==> src/rtl/io_bus_arbiter_pkg.sv <==
// io_bus_arbiter_pkg: shared widths and FSM encoding for the IO bus arbiter
package io_bus_arbiter_pkg;
    localparam int IO_ADDR_W = 8;
    localparam int IO_DATA_W = 32;
    localparam int WAIT_W    = 3;
    typedef enum logic [1:0] {
        ST_IDLE   = 2'd0,
        ST_ACCESS = 2'd1,
        ST_RESP   = 2'd2
    } state_t;
endpackage

==> src/rtl/io_bus_arbiter_rr_arbiter.sv <==
// rr_arbiter: combinational round-robin pick of the first request at or after the pointer
module rr_arbiter #(
    parameter int NREQ = 2,
    parameter int PW   = $clog2(NREQ)
) (
    input  logic [NREQ-1:0] i_req,
    input  logic [PW-1:0]   i_ptr,
    output logic [NREQ-1:0] o_grant,
    output logic [PW-1:0]   o_idx,
    output logic            o_any
);
    // Scan from farthest to nearest so the last hit is the closest to the pointer
    always_comb begin
        o_idx = '0;
        for (int k = NREQ - 1; k >= 0; k--)
            if (i_req[(int'(i_ptr) + k) % NREQ]) o_idx = PW'((int'(i_ptr) + k) % NREQ);
    end
    assign o_any   = |i_req;
    assign o_grant = o_any ? NREQ'(1) << o_idx : '0;
endmodule

==> src/rtl/io_bus_arbiter.sv <==
// io_bus_arbiter: round-robin sharing of the single io_port bus among NREQ masters,
// one transaction in flight with optional wait states.
module io_bus_arbiter
    import io_bus_arbiter_pkg::*;
#(
    parameter int NREQ        = 2,
    parameter int WAIT_STATES = 0
) (
    input  logic                      clk,
    input  logic                      resetb,
    input  logic [NREQ-1:0]           req_valid,
    input  logic [NREQ-1:0]           req_we,
    input  logic [NREQ*IO_ADDR_W-1:0] req_addr,
    input  logic [NREQ*IO_DATA_W-1:0] req_wdata,
    output logic [NREQ-1:0]           req_ack,
    output logic [IO_DATA_W-1:0]      req_rdata,
    output logic                      busy,
    output logic [IO_ADDR_W-1:0]      io_addr,
    output logic                      io_en,
    output logic                      io_we,
    output logic [IO_DATA_W-1:0]      io_data_write,
    input  logic [IO_DATA_W-1:0]      io_data_read
);
    localparam int PW = $clog2(NREQ);

    state_t              r_state;
    logic [PW-1:0]       r_ptr;
    logic [NREQ-1:0]     r_gnt;
    logic                r_we;
    logic [WAIT_W-1:0]   r_cnt;
    logic [NREQ-1:0]     w_grant;
    logic [PW-1:0]       w_idx;
    logic [PW-1:0]       w_next_ptr;
    logic                w_any;

    rr_arbiter #(.NREQ(NREQ), .PW(PW)) u_rr (
        .i_req   (req_valid),
        .i_ptr   (r_ptr),
        .o_grant (w_grant),
        .o_idx   (w_idx),
        .o_any   (w_any)
    );

    assign w_next_ptr = (w_idx == PW'(NREQ - 1)) ? '0 : w_idx + 1'b1;
    assign busy       = r_state != ST_IDLE;

    // io_we is registered, so it is raised one cycle ahead of the final ACCESS cycle
    always_ff @(posedge clk) begin
        if (!resetb) begin
            r_state       <= ST_IDLE;
            r_ptr         <= '0;
            r_gnt         <= '0;
            r_we          <= 1'b0;
            r_cnt         <= '0;
            req_ack       <= '0;
            req_rdata     <= '0;
            io_addr       <= '0;
            io_en         <= 1'b0;
            io_we         <= 1'b0;
            io_data_write <= '0;
        end else begin
            req_ack <= '0;
            case (r_state)
                ST_IDLE: if (w_any) begin
                    r_state       <= ST_ACCESS;
                    r_ptr         <= w_next_ptr;
                    r_gnt         <= w_grant;
                    r_we          <= req_we[w_idx];
                    r_cnt         <= WAIT_W'(WAIT_STATES);
                    io_addr       <= req_addr[int'(w_idx)*IO_ADDR_W +: IO_ADDR_W];
                    io_data_write <= req_wdata[int'(w_idx)*IO_DATA_W +: IO_DATA_W];
                    io_en         <= 1'b1;
                    io_we         <= (WAIT_STATES == 0) && req_we[w_idx];
                end
                ST_ACCESS: begin
                    r_cnt <= r_cnt - 1'b1;
                    io_we <= (r_cnt == WAIT_W'(1)) && r_we;
                    if (r_cnt == '0) begin
                        r_state <= ST_RESP;
                        io_en   <= 1'b0;
                        io_we   <= 1'b0;
                        req_ack <= r_gnt;
                        if (!r_we) req_rdata <= io_data_read;
                    end
                end
                default: r_state <= ST_IDLE;
            endcase
        end
    end
endmodule

==> config.mk <==
export PLATFORM = sky130hd
export DESIGN_NAME = io_bus_arbiter
export DESIGN_NICKNAME = d
export VERILOG_FILES = /design/src/rtl/io_bus_arbiter_pkg.sv /design/src/rtl/io_bus_arbiter_rr_arbiter.sv /design/src/rtl/io_bus_arbiter.sv
export SDC_FILE = /design/constraint.sdc
export NUM_CORES = 1
export LEC_CHECK = 0
export ABC_AREA = 1
export CAP_MARGIN = 10
export CORE_ASPECT_RATIO = 0.8
export CORE_MARGIN = 4
export CORE_UTILIZATION = 37
export CTS_CLUSTER_DIAMETER = 80
export DETAILED_ROUTE_END_ITERATION = 10
export GPL_ROUTABILITY_DRIVEN = 0
export PLACE_DENSITY = 0.73
export SYNTH_ARGS = -nofsm -noshare
export SYNTH_HDL_FRONTEND = slang
export SYNTH_HIERARCHICAL = 1
export SYNTH_SLANG_ARGS = --single-unit
==> constraint.sdc <==
create_clock -name clk -period 3.3 [get_ports clk]
set_input_delay 0.33 -clock clk [delete_from_list [all_inputs] [get_ports clk]]
set_output_delay 0.33 -clock clk [all_outputs]
set_load 0.1 [all_outputs]
==> summary.txt, run 1 <==
Status
  • Status: completed

Route
  • DRC viols: 0
  • Vias per cell: 4.57
  • Via count: 3999
  • Drt total wl: about 12000 um
  • Remaining antenna violation count: 0
  • Initial DRC count: approximately 170
  • Wire per inst: 13.1 um
  • First-pass DRT Iterations: 5

Worst setup path
  • Worst Setup End Kind: output pin
  • Reg-to-reg setup timing slack: 1.57 ns
  • Req. time, crit path: 2.97 ns
  • Slowest stage delay, CP: 1.17 ns
  • CP arrival: 1.84 ns
  • CP max stage cell: clkdlybuf4s50_1
  • CP Cell Sequence: clkdlybuf4s50_1
  • Crit. path cell count: 1
  • CP Buf/Inv Count: 1
  • Reg2Reg Launch Point: r_ptr$_SDFFE_PN0P_
  • Worst Path Max Fanout: 2
  • Register-to-Register Path Depth: 8
  • Worst R2R End: io_data_write[26]$_SDFFE_PN0P_
  • CP Class: register to output pin
  • Type of origin of the critical path: register
  • Crit path max-delay family: buffers and inverters

Clock network
  • Hold buffer count at cts: 0
  • Root buffer cell: clkbuf_16
  • Post-CTS setup buffer count: 0
  • Reg clk slew, reported paths: 0.06 ns
  • Inserted Clock Buffers: 9
  • # clock sinks: between 80 and 90
  • Post-CTS resize count: 0
  • TritonCTS clock tree: built
  • Max clock buf depth: 2
  • H-tree levels: 3
  • Worst-skew pair later-pin latency: between 0.3 and 0.4 ns

STA
  • Slew HR: 0.319
  • Fmax: 461 MHz
  • Setup_tns: 0 ns
  • Unrepaired setup endpoints after global routing: no
  • Clock Skew: 0.00644 ns
  • Least-Margin Pin Slew: 1.02 ns
  • Final setup viols: 0
  • Max Slew Vio Count: 0
  • Final hold vios: 0
  • Period Utilization, post-route: 0.658
  • Post-route minimum period: 2.17 ns

Floorplanning
  • Core area: a little under 0.01 sq mm
  • Site row count: 32
  • Initial Util: 0.388
  • Die H: 99.1 um
  • Die area: 0.0121 sq mm
  • IO Pins: 195
  • Die X: 122 um

Flow run
  • Max-Cap Viols: 0

Logic synthesis
  • Mapped Area: 0.00383 sq mm
  • Synth Register Bits: 85
  • Netlist cell types: 24
  • Ys Warns: 6
  • Synth Instances: 557
  • Seq/Total Area, Yosys: 0.444
  • Net count after synthesis: 678
  • Mean Syn Cell Area: 6.88 sq um

Final layout
  • Syn-to-layout area delta: 58.7%
  • Core Util, Final: 0.616
  • Layout cell share with drive strength beyond 1: 0.0473
  • N_diodes: 0
  • Final non-filler cell total: between 800 and 900
  • Area of the multi-input gates: 0.00189 sq mm
  • # fillers: 907
  • Cell area after layout: 0.00609 sq mm
  • Final #Nets: 856
  • FF/Latch Area: about 0.0017 sq mm

Global routing
  • Largest net degree at the start of global routing: 47
  • GR Util All Layers: 0.189
  • Vias in the first global route: 3921
  • Initial antenna violation count: 0
  • First-pass GRT wire length: between 15000 and 20000 um
  • Gr ovfl total: 0

Hold path
  • Hold path depth: 2
  • WHS Endpoint: req_ack[0]$_SDFF_PN0_
  • Hold crit path type: register to register
  • Hold path startpoint: r_gnt[0]$_SDFFE_PN0P_

Placed design
  • Placed Cells: 860
  • Area of placed instances: 0.00581 sq mm
  • IO Port Bufs: roughly 190
  • Post-detail-place hpwl: 8600 um

Pwr
  • Power Density: 645 mW/mm^2
  • Pleak: roughly 2.6 nW
  • Total power: ~0.004 W
  • VDD IR max: 0.000318 V
## registers in the layout (all words and copies together) (netlist names)
signal         cells
r_ptr              1
req_rdata         32
io_data_write     32
r_state            2
r_gnt              2
r_we               1
io_addr            8
r_cnt              3
req_ack            2
io_we              1
io_en              1
## Yosys cell counts
master,n,area [sq um]
a21oi_1,48,240
buf_1,5,18.8
buf_2,12,60.1
buf_4,2,15.0
buf_6,7,78.8
clkbuf_1,8,30.0
dfxtp_1,85,1700
ha_1,3,37.5
inv_1,12,45.0
inv_2,3,11.3
nand2_1,246,923
nand2_2,1,6.26
nand2_4,1,11.3
nand3_1,3,15.0
nand3_2,1,10.0
nand3b_1,32,240
nor2_1,76,285
nor2_4,1,11.3
nor2_8,2,40.0
nor3_1,1,5.00
nor3_2,1,10.0
nor3b_1,1,7.51
o21ai_0,5,25.0
or2_2,1,6.26
## worst reg2reg max path, delay by kind of cell (launching register included)
kind	cells	cell delay (ns)
flops	1	0.33
buf+inv	3	0.90
compound gates	2	0.22
simple gates	3	0.21
## worst max path at each step
stage                                           endpoint               startpoint
final                                              io_we       io_we$_SDFFE_PN0P_
after global routing                               io_we       io_we$_SDFFE_PN0P_
after CTS                                          io_we       io_we$_SDFFE_PN0P_
after detailed placement  io_data_write[13]$_SDFFE_PN0P_             req_valid[0]
after global placement    io_data_write[17]$_SDFFE_PN0P_             req_valid[0]
after floorplan           io_data_write[24]$_SDFFE_PN0P_  r_state[0]$_SDFFE_PN0P_
## cell families after synthesis
family	after synthesis	synth area share
buffers and inverters	49	0.0675
and+or+nand+nor	367	0.410
DFF	85	0.444
AOI/OAI and AO/OA	53	0.0692
adders and majority gates	3	0.00979
## power breakdown
| part | internal [W] | leakage (nW) | switching [W] |
|---|---|---|---|
| sequential | 0.00116 | 0.699 | 0.0000721 |
| combinational | 0.000478 | 1.73 | 0.00129 |
| clock | 0.000515 | 0.129 | 0.000411 |
| total | 0.00215 | 2.56 | 0.00177 |
## through the flow
stage / setup slack [ns] / hold slack, ns
floorplan: 1.80 / 0.424
global placement: 1.11 / 0.444
finish: 1.13 / 0.446
CTS: 1.11 / 0.451
global route: 1.06 / 0.465
detailed placement: 1.05 / 0.439
## layer usage
layer / up-vias / wire [um] / global-route usage
met5: - / 0 / 0
met4: 0 / 81 / 0.0362
met3: 6 / 790 / 0.0620
met2: 103 / 5730 / 0.329
met1: 1802 / 4900 / 0.229
li1: 2088 / - / -
## layout make-up
type	instances	area share
inverters	15	0.00925
clock buffers	10	0.0376
flip-flops and latches	85	0.280
multi-input cells	423	0.311
clock inverters	6	0.00761
well taps	136	0.0280
repair buffers	201	0.327
## layout by cell type (no fill, tap or decap), drive strengths merged
cell	instances
nand2	248
clkdlybuf4s50	193
dfxtp	85
nor2	79
a21oi	48
nand3b	32
inv	17
clkbuf	10
buf	8
o21ai	5
nand3	4
ha	3
clkinvlp	2
nor3	2
clkinv	2
or2	1
nor3b	1
No activity file was read; power rests on OpenSTA's default activity.
==> run 2: changes to the inputs <==
- clock period: 3.3 -> 2.2 ns (I/O delays scaled with it)
==> summary.txt, run 2 (synthesis gave the netlist of run 1 again) <==
Clock network
  • Post-CTS setup buffer count: 0
  • H-tree levels: 3
  • Hold buffer count at cts: 0
  • Reg clk slew, reported paths: 0.06 ns
  • TritonCTS clock tree: built
  • Inserted Clock Buffers: 9
  • # clock sinks: 85
  • Max clock buf depth: 2
  • Root buffer cell: clkbuf_16
  • Worst-skew pair later-pin latency: 0.33 ns
  • Post-CTS resize count: 0

Final layout
  • Most frequent cells in the layout: nand2_1 (246), clkdlybuf4s50_1 (117), dfxtp_1 (85)
  • FF/Latch Area: 0.00170 sq mm
  • Area of the multi-input gates: 0.00189 sq mm
  • N_diodes: 0
  • Syn-to-layout area delta: 55.0%
  • Top flop regs: io_data_write (32), req_rdata (32), io_addr (8)
  • # fillers: 921
  • Layout cell share with drive strength beyond 1: 0.150
  • Most common cell after layout, fill and taps aside: nand2_1
  • Final #Nets: 858

Worst setup path
  • Worst Path Max Fanout: 32
  • Reg-to-reg setup timing slack: 0.55 ns
  • CP Buf/Inv Count: 2
  • Crit path max-delay family: simple AND/OR/NAND/NOR gates
  • CP startpoint: r_cnt[0]$_SDFFE_PN0P_
  • CP Class: register to register
  • Type of origin of the critical path: register
  • Register-to-Register Path Depth: 8
  • Worst Setup End Kind: register
  • CP arrival: about 1.9 ns
  • Req. time, crit path: 2.47 ns
  • Cell mode on critical path: nor2_1
  • Reg2Reg Launch Point: r_cnt[0]$_SDFFE_PN0P_
  • Slowest stage delay, CP: 0.37 ns
  • Crit. path cell count: 8
  • Worst R2R End: req_rdata[21]$_SDFFE_PN0P_
  • Critical path endpoint: req_rdata[21]$_SDFFE_PN0P_
  • CP max stage cell: nor2_8
  • CP Cell Sequence: inv_1, ha_1, inv_1, nor2_1, nand2_4, nor2_8, nor2_1, nor2_1

Floorplanning
  • Die area: 0.0121 sq mm
  • Die X: 122 um
  • Site row count: 32
  • Initial Util: 0.388
  • IO Pins: 195
  • Core area: 0.00989 sq mm
  • Die H: 99.1 um

STA
  • Final setup viols: 0
  • Post-route minimum period: around 1.6 ns
  • Setup_tns: 0 ns
  • Fmax: 607 MHz
  • Final hold vios: 0
  • Slew HR: 0.465
  • Period Utilization, post-route: 0.749
  • Least-Margin Pin Slew: 0.801 ns
  • Final hold slack: 0.449 ns
  • Clock Skew: 0.00669 ns
  • Max Slew Vio Count: 0
  • Unrepaired setup endpoints after global routing: no

Global routing
  • Vias in the first global route: 3897
  • GR Util All Layers: 0.189
  • First-pass GRT wire length: 18700 um
  • Initial antenna violation count: 0
  • Largest net degree at the start of global routing: 47
  • Gr ovfl total: 0

Route
  • Drt total wl: approximately 12000 um
  • Vias per cell: 4.64
  • Wire per inst: 13.2 um
  • DRC viols: 0
  • Initial DRC count: 195
  • Via count: 4069
  • Remaining antenna violation count: 0
  • First-pass DRT Iterations: 4

Pwr
  • Pleak: between 2 and 3 nW
  • VDD IR max: roughly 0.00042 V
  • Power Density: 998 mW/mm^2

Flow run
  • Max-Cap Viols: 0

Placed design
  • IO Port Bufs: between 150 and 200
  • Post-detail-place hpwl: just under 9000 um

Hold path
  • Hold crit path type: register to register

Status
  • Status: completed
run 2: cell count changes in the layout (fill, tap and decap cells not counted):
cell,previous run,this run
inv_6,2,0
clkinv_4,1,0
bufinv_16,0,1
buf_4,8,84
clkbuf_1,1,2
clkdlybuf4s50_1,193,117
buf_12,0,2
run 2: how the worst min path moves through the flow:
stage                           from                       to  slack, ns  depth (start not counted)
2_1_floorplan                 resetb  io_addr[0]$_SDFFE_PN0P_       0.40                          2
3_3_place_gp   r_gnt[0]$_SDFFE_PN0P_    req_ack[0]$_SDFF_PN0_       0.44                          2
3_5_place_dp   r_gnt[0]$_SDFFE_PN0P_    req_ack[0]$_SDFF_PN0_       0.44                          2
5_1_grt        r_gnt[0]$_SDFFE_PN0P_    req_ack[0]$_SDFF_PN0_       0.47                          2
4_1_cts        r_gnt[0]$_SDFFE_PN0P_    req_ack[0]$_SDFF_PN0_       0.46                          2
6_report       r_gnt[0]$_SDFFE_PN0P_    req_ack[0]$_SDFF_PN0_       0.45                          2
run 2: per-stage QoR:
step                      instance area, sq um   util  worst slack, ns  instances  power (W)
after floorplan                           3830      -            0.699        557    0.00385
final                                     5940  0.601            0.553        877    0.00593
after CTS                                 5940  0.601            0.524        877    0.00599
after global placement                    5660  0.572            0.364        862    0.00448
after detailed placement                  5660  0.572            0.285        862    0.00452
after global routing                      5940  0.601            0.362        877    0.00622
run 2: report_power, final:
group	switching, W	leakage [nW]	internal [W]	total (W)
clock network	0.000589	0.132	0.000872	0.00146
logic	0.00194	1.89	0.000679	0.00262
registers	0.000112	0.699	0.00174	0.00185
total	0.00264	2.72	0.00329	0.00593
run 2: per-layer routing:
layer | up-vias | global-route usage | share of wire
met1 | 1833 | 0.231 | 0.42
met3 | 16 | 0.0539 | 0.073
met5 | - | 0 | 0
met4 | 0 | 0.0586 | 0.014
li1 | 2090 | - | -
met2 | 130 | 0.323 | 0.50
run 2: area by class of cell:
cell class | instances | share of cell area
Multi-Input combinational cell | 423 | 0.318
Tap cell | 136 | 0.0286
Sequential cell | 85 | 0.286
Inverter | 15 | 0.00947
Clock buffer | 11 | 0.0391
Timing Repair Buffer | 203 | 0.310
Clock inverter | 4 | 0.00842
run 2: worst reg2reg max path: cells and delay by family (launching register included):
kind	cells	cell delay [ns]
flip-flops	1	0.32
buffers and inverters	2	0.16
AND/OR/NAND/NOR	5	0.96
adder cells (fa/ha/maj)	1	0.15
==> run 3: changes to the inputs <==
- clock period: 2.2 -> 1.55 ns (I/O delays scaled with it)
==> summary.txt, run 3 (synthesis gave the netlist of run 1 again) <==
Flow run
  • Max-Cap Viols: 0

Pwr
  • Pleak: 3.04 nW
  • Clock power frac: 0.227
  • Sequential share of power: 0.294
  • P_int: 0.00545 W
  • Power Density: 1330 mW/mm^2
  • VDD IR max: 0.000685 V
  • Sw power: between 0.003 and 0.004 W
  • Switching part of the total: 0.421
  • Logic pwr share: 0.479

Worst setup path
  • Type of origin of the critical path: register
  • Crit path max-delay family: simple AND/OR/NAND/NOR gates
  • CP arrival: 1.67 ns
  • Slowest stage delay, CP: approximately 0.32 ns
  • Worst Setup End Kind: register
  • CP Class: register to register
  • Cell mode on critical path: nor2_1
  • CP max stage cell: dfxtp_1
  • CP Cell Sequence: inv_1, ha_1, inv_2, nor2_4, nand2_4, nor2_8, clkbuf_16, nor2_1, nor2_1
  • Worst Path Max Fanout: 16
  • CP Buf/Inv Count: 3
  • Req. time, crit path: between 1.5 and 2 ns

Final layout
  • Final #Nets: 871
  • Layout cell share with drive strength beyond 1: 0.170
  • # fillers: around 790
  • N_diodes: 0
  • Top flop regs: io_data_write (32), req_rdata (32), io_addr (8)
  • Most common cell after layout, fill and taps aside: nand2_1
  • Most frequent cells in the layout: nand2_1 (246), clkdlybuf4s50_1 (117), dfxtp_1 (85)
  • Syn-to-layout area delta: 84.8%
  • Final non-filler cell total: 891

Floorplanning
  • Initial Util: 0.388
  • IO Pins: 195
  • Die area: 0.0121 sq mm
  • Die X: 122 um
  • Core area: around 0.0099 sq mm
  • Die H: 99.1 um
  • Site row count: 32

Global routing
  • GR Util All Layers: 0.205
  • Initial antenna violation count: 1
  • GRT busiest layer: met2
  • First-pass GRT wire length: just under 20000 um
  • Gr ovfl total: 0
  • Vias in the first global route: 4085
  • Largest net degree at the start of global routing: 40
  • Met1 usage: 0.231
  • Met2 usage: 0.370
  • Met3 Use GR: 0.0602

Route
  • Via count: 4199
  • Initial DRC count: 244
  • Vias per cell: 4.71
  • Drt total wl: 12600 um
  • Wire per inst: 14.2 um
  • First-pass DRT Iterations: 4
  • Remaining antenna violation count: 0
  • DRC viols: 0

STA
  • Fmax: a little over 700 MHz
  • Clock Skew: 0.00678 ns
  • Slew HR: 0.668
  • Final setup viols: 0
  • Worst setup margin: roughly 0.13 ns
  • Unrepaired setup endpoints after global routing: no
  • Period Utilization, post-route: 0.914
  • Post-route minimum period: 1.42 ns
  • Least-Margin Pin Slew: 0.497 ns
  • Final hold vios: 0
  • Max Slew Vio Count: 0
  • Setup_tns: 0 ns

Clock network
  • Worst-skew pair later-pin latency: 0.33 ns
  • # clock sinks: 85
  • Max clock buf depth: 2
  • Root buffer cell: clkbuf_16
  • Post-CTS resize count: 0
  • TritonCTS clock tree: built
  • H-tree levels: 3
  • Hold buffer count at cts: 0
  • Post-CTS setup buffer count: 0
  • Reg clk slew, reported paths: ~0.060 ns
  • Inserted Clock Buffers: 9

Status
  • Status: completed

Placed design
  • Post-detail-place hpwl: 9710 um
  • Setup WS pre-CTS: -0.120 ns
  • Placed Cells: about 870
  • IO Port Bufs: 194

Hold path
  • Hold crit path type: register to register
-- run 3: cell count changes in the layout (fill, tap and decap cells not counted), sizes merged --
| cell | previous run | this run |
|---|---|---|
| clkinvlp | 2 | 4 |
| buf | 86 | 98 |
| clkbuf | 11 | 12 |
| clkinv | 1 | 0 |
-- run 3: area by class of cell --
cell class,count,area (sq um),area share
Timing Repair Buffer,216,2960,0.417
Multi-Input combinational cell,423,1900,0.268
Sequential cell,85,1700,0.240
Clock buffer,11,243,0.0342
Tap cell,136,170,0.0240
Clock inverter,5,60.1,0.00847
Inverter,15,56.3,0.00794
-- run 3: worst paths after layout --
path                    startpoint                    endpoint  slack (ns)  cells after the start
min reg2reg  r_gnt[0]$_SDFFE_PN0P_       req_ack[0]$_SDFF_PN0_        0.45                      2
min          r_gnt[0]$_SDFFE_PN0P_       req_ack[0]$_SDFF_PN0_        0.45                      2
max reg2reg  r_cnt[0]$_SDFFE_PN0P_  req_rdata[12]$_SDFFE_PN0P_        0.13                      9
max          r_cnt[0]$_SDFFE_PN0P_  req_rdata[12]$_SDFFE_PN0P_        0.13                      9
-- run 3: power groups by stage --
stage	Clock, W	Sequential [W]	Combinational [W]
floorplan	0	0.00445	0.00101
global placement	0	0.00279	0.00442
detailed placement	0	0.00281	0.00448
CTS	0.00218	0.00277	0.00449
global route	0.00228	0.00280	0.00472
finish	0.00214	0.00276	0.00450
-- run 3: through the flow --
step / util / cell area (sq um) / power [W] / hold slack [ns]
3_5_place_dp: 0.683 / 6750 / 0.00729 / 0.444
6_report: 0.717 / 7090 / 0.00940 / 0.451
3_3_place_gp: 0.683 / 6750 / 0.00721 / 0.441
5_1_grt: 0.717 / 7090 / 0.00980 / 0.484
2_1_floorplan: - / 3830 / 0.00547 / 0.333
4_1_cts: 0.713 / 7060 / 0.00944 / 0.454
-- run 3: metal layers --
metal | share of wire | vias up
met2 | 0.51 | 127
met4 | 0.019 | 2
met3 | 0.073 | 19
li1 | - | 2117
met1 | 0.40 | 1934
met5 | 0.00047 | -
-- run 3: tightest hold or removal path: cells and delay by family (launching register included) --
kind	cells	cell delay (ns)
buffers and inverters	1	0.06
DFF	1	0.30
and+or+nand+nor	1	0.05
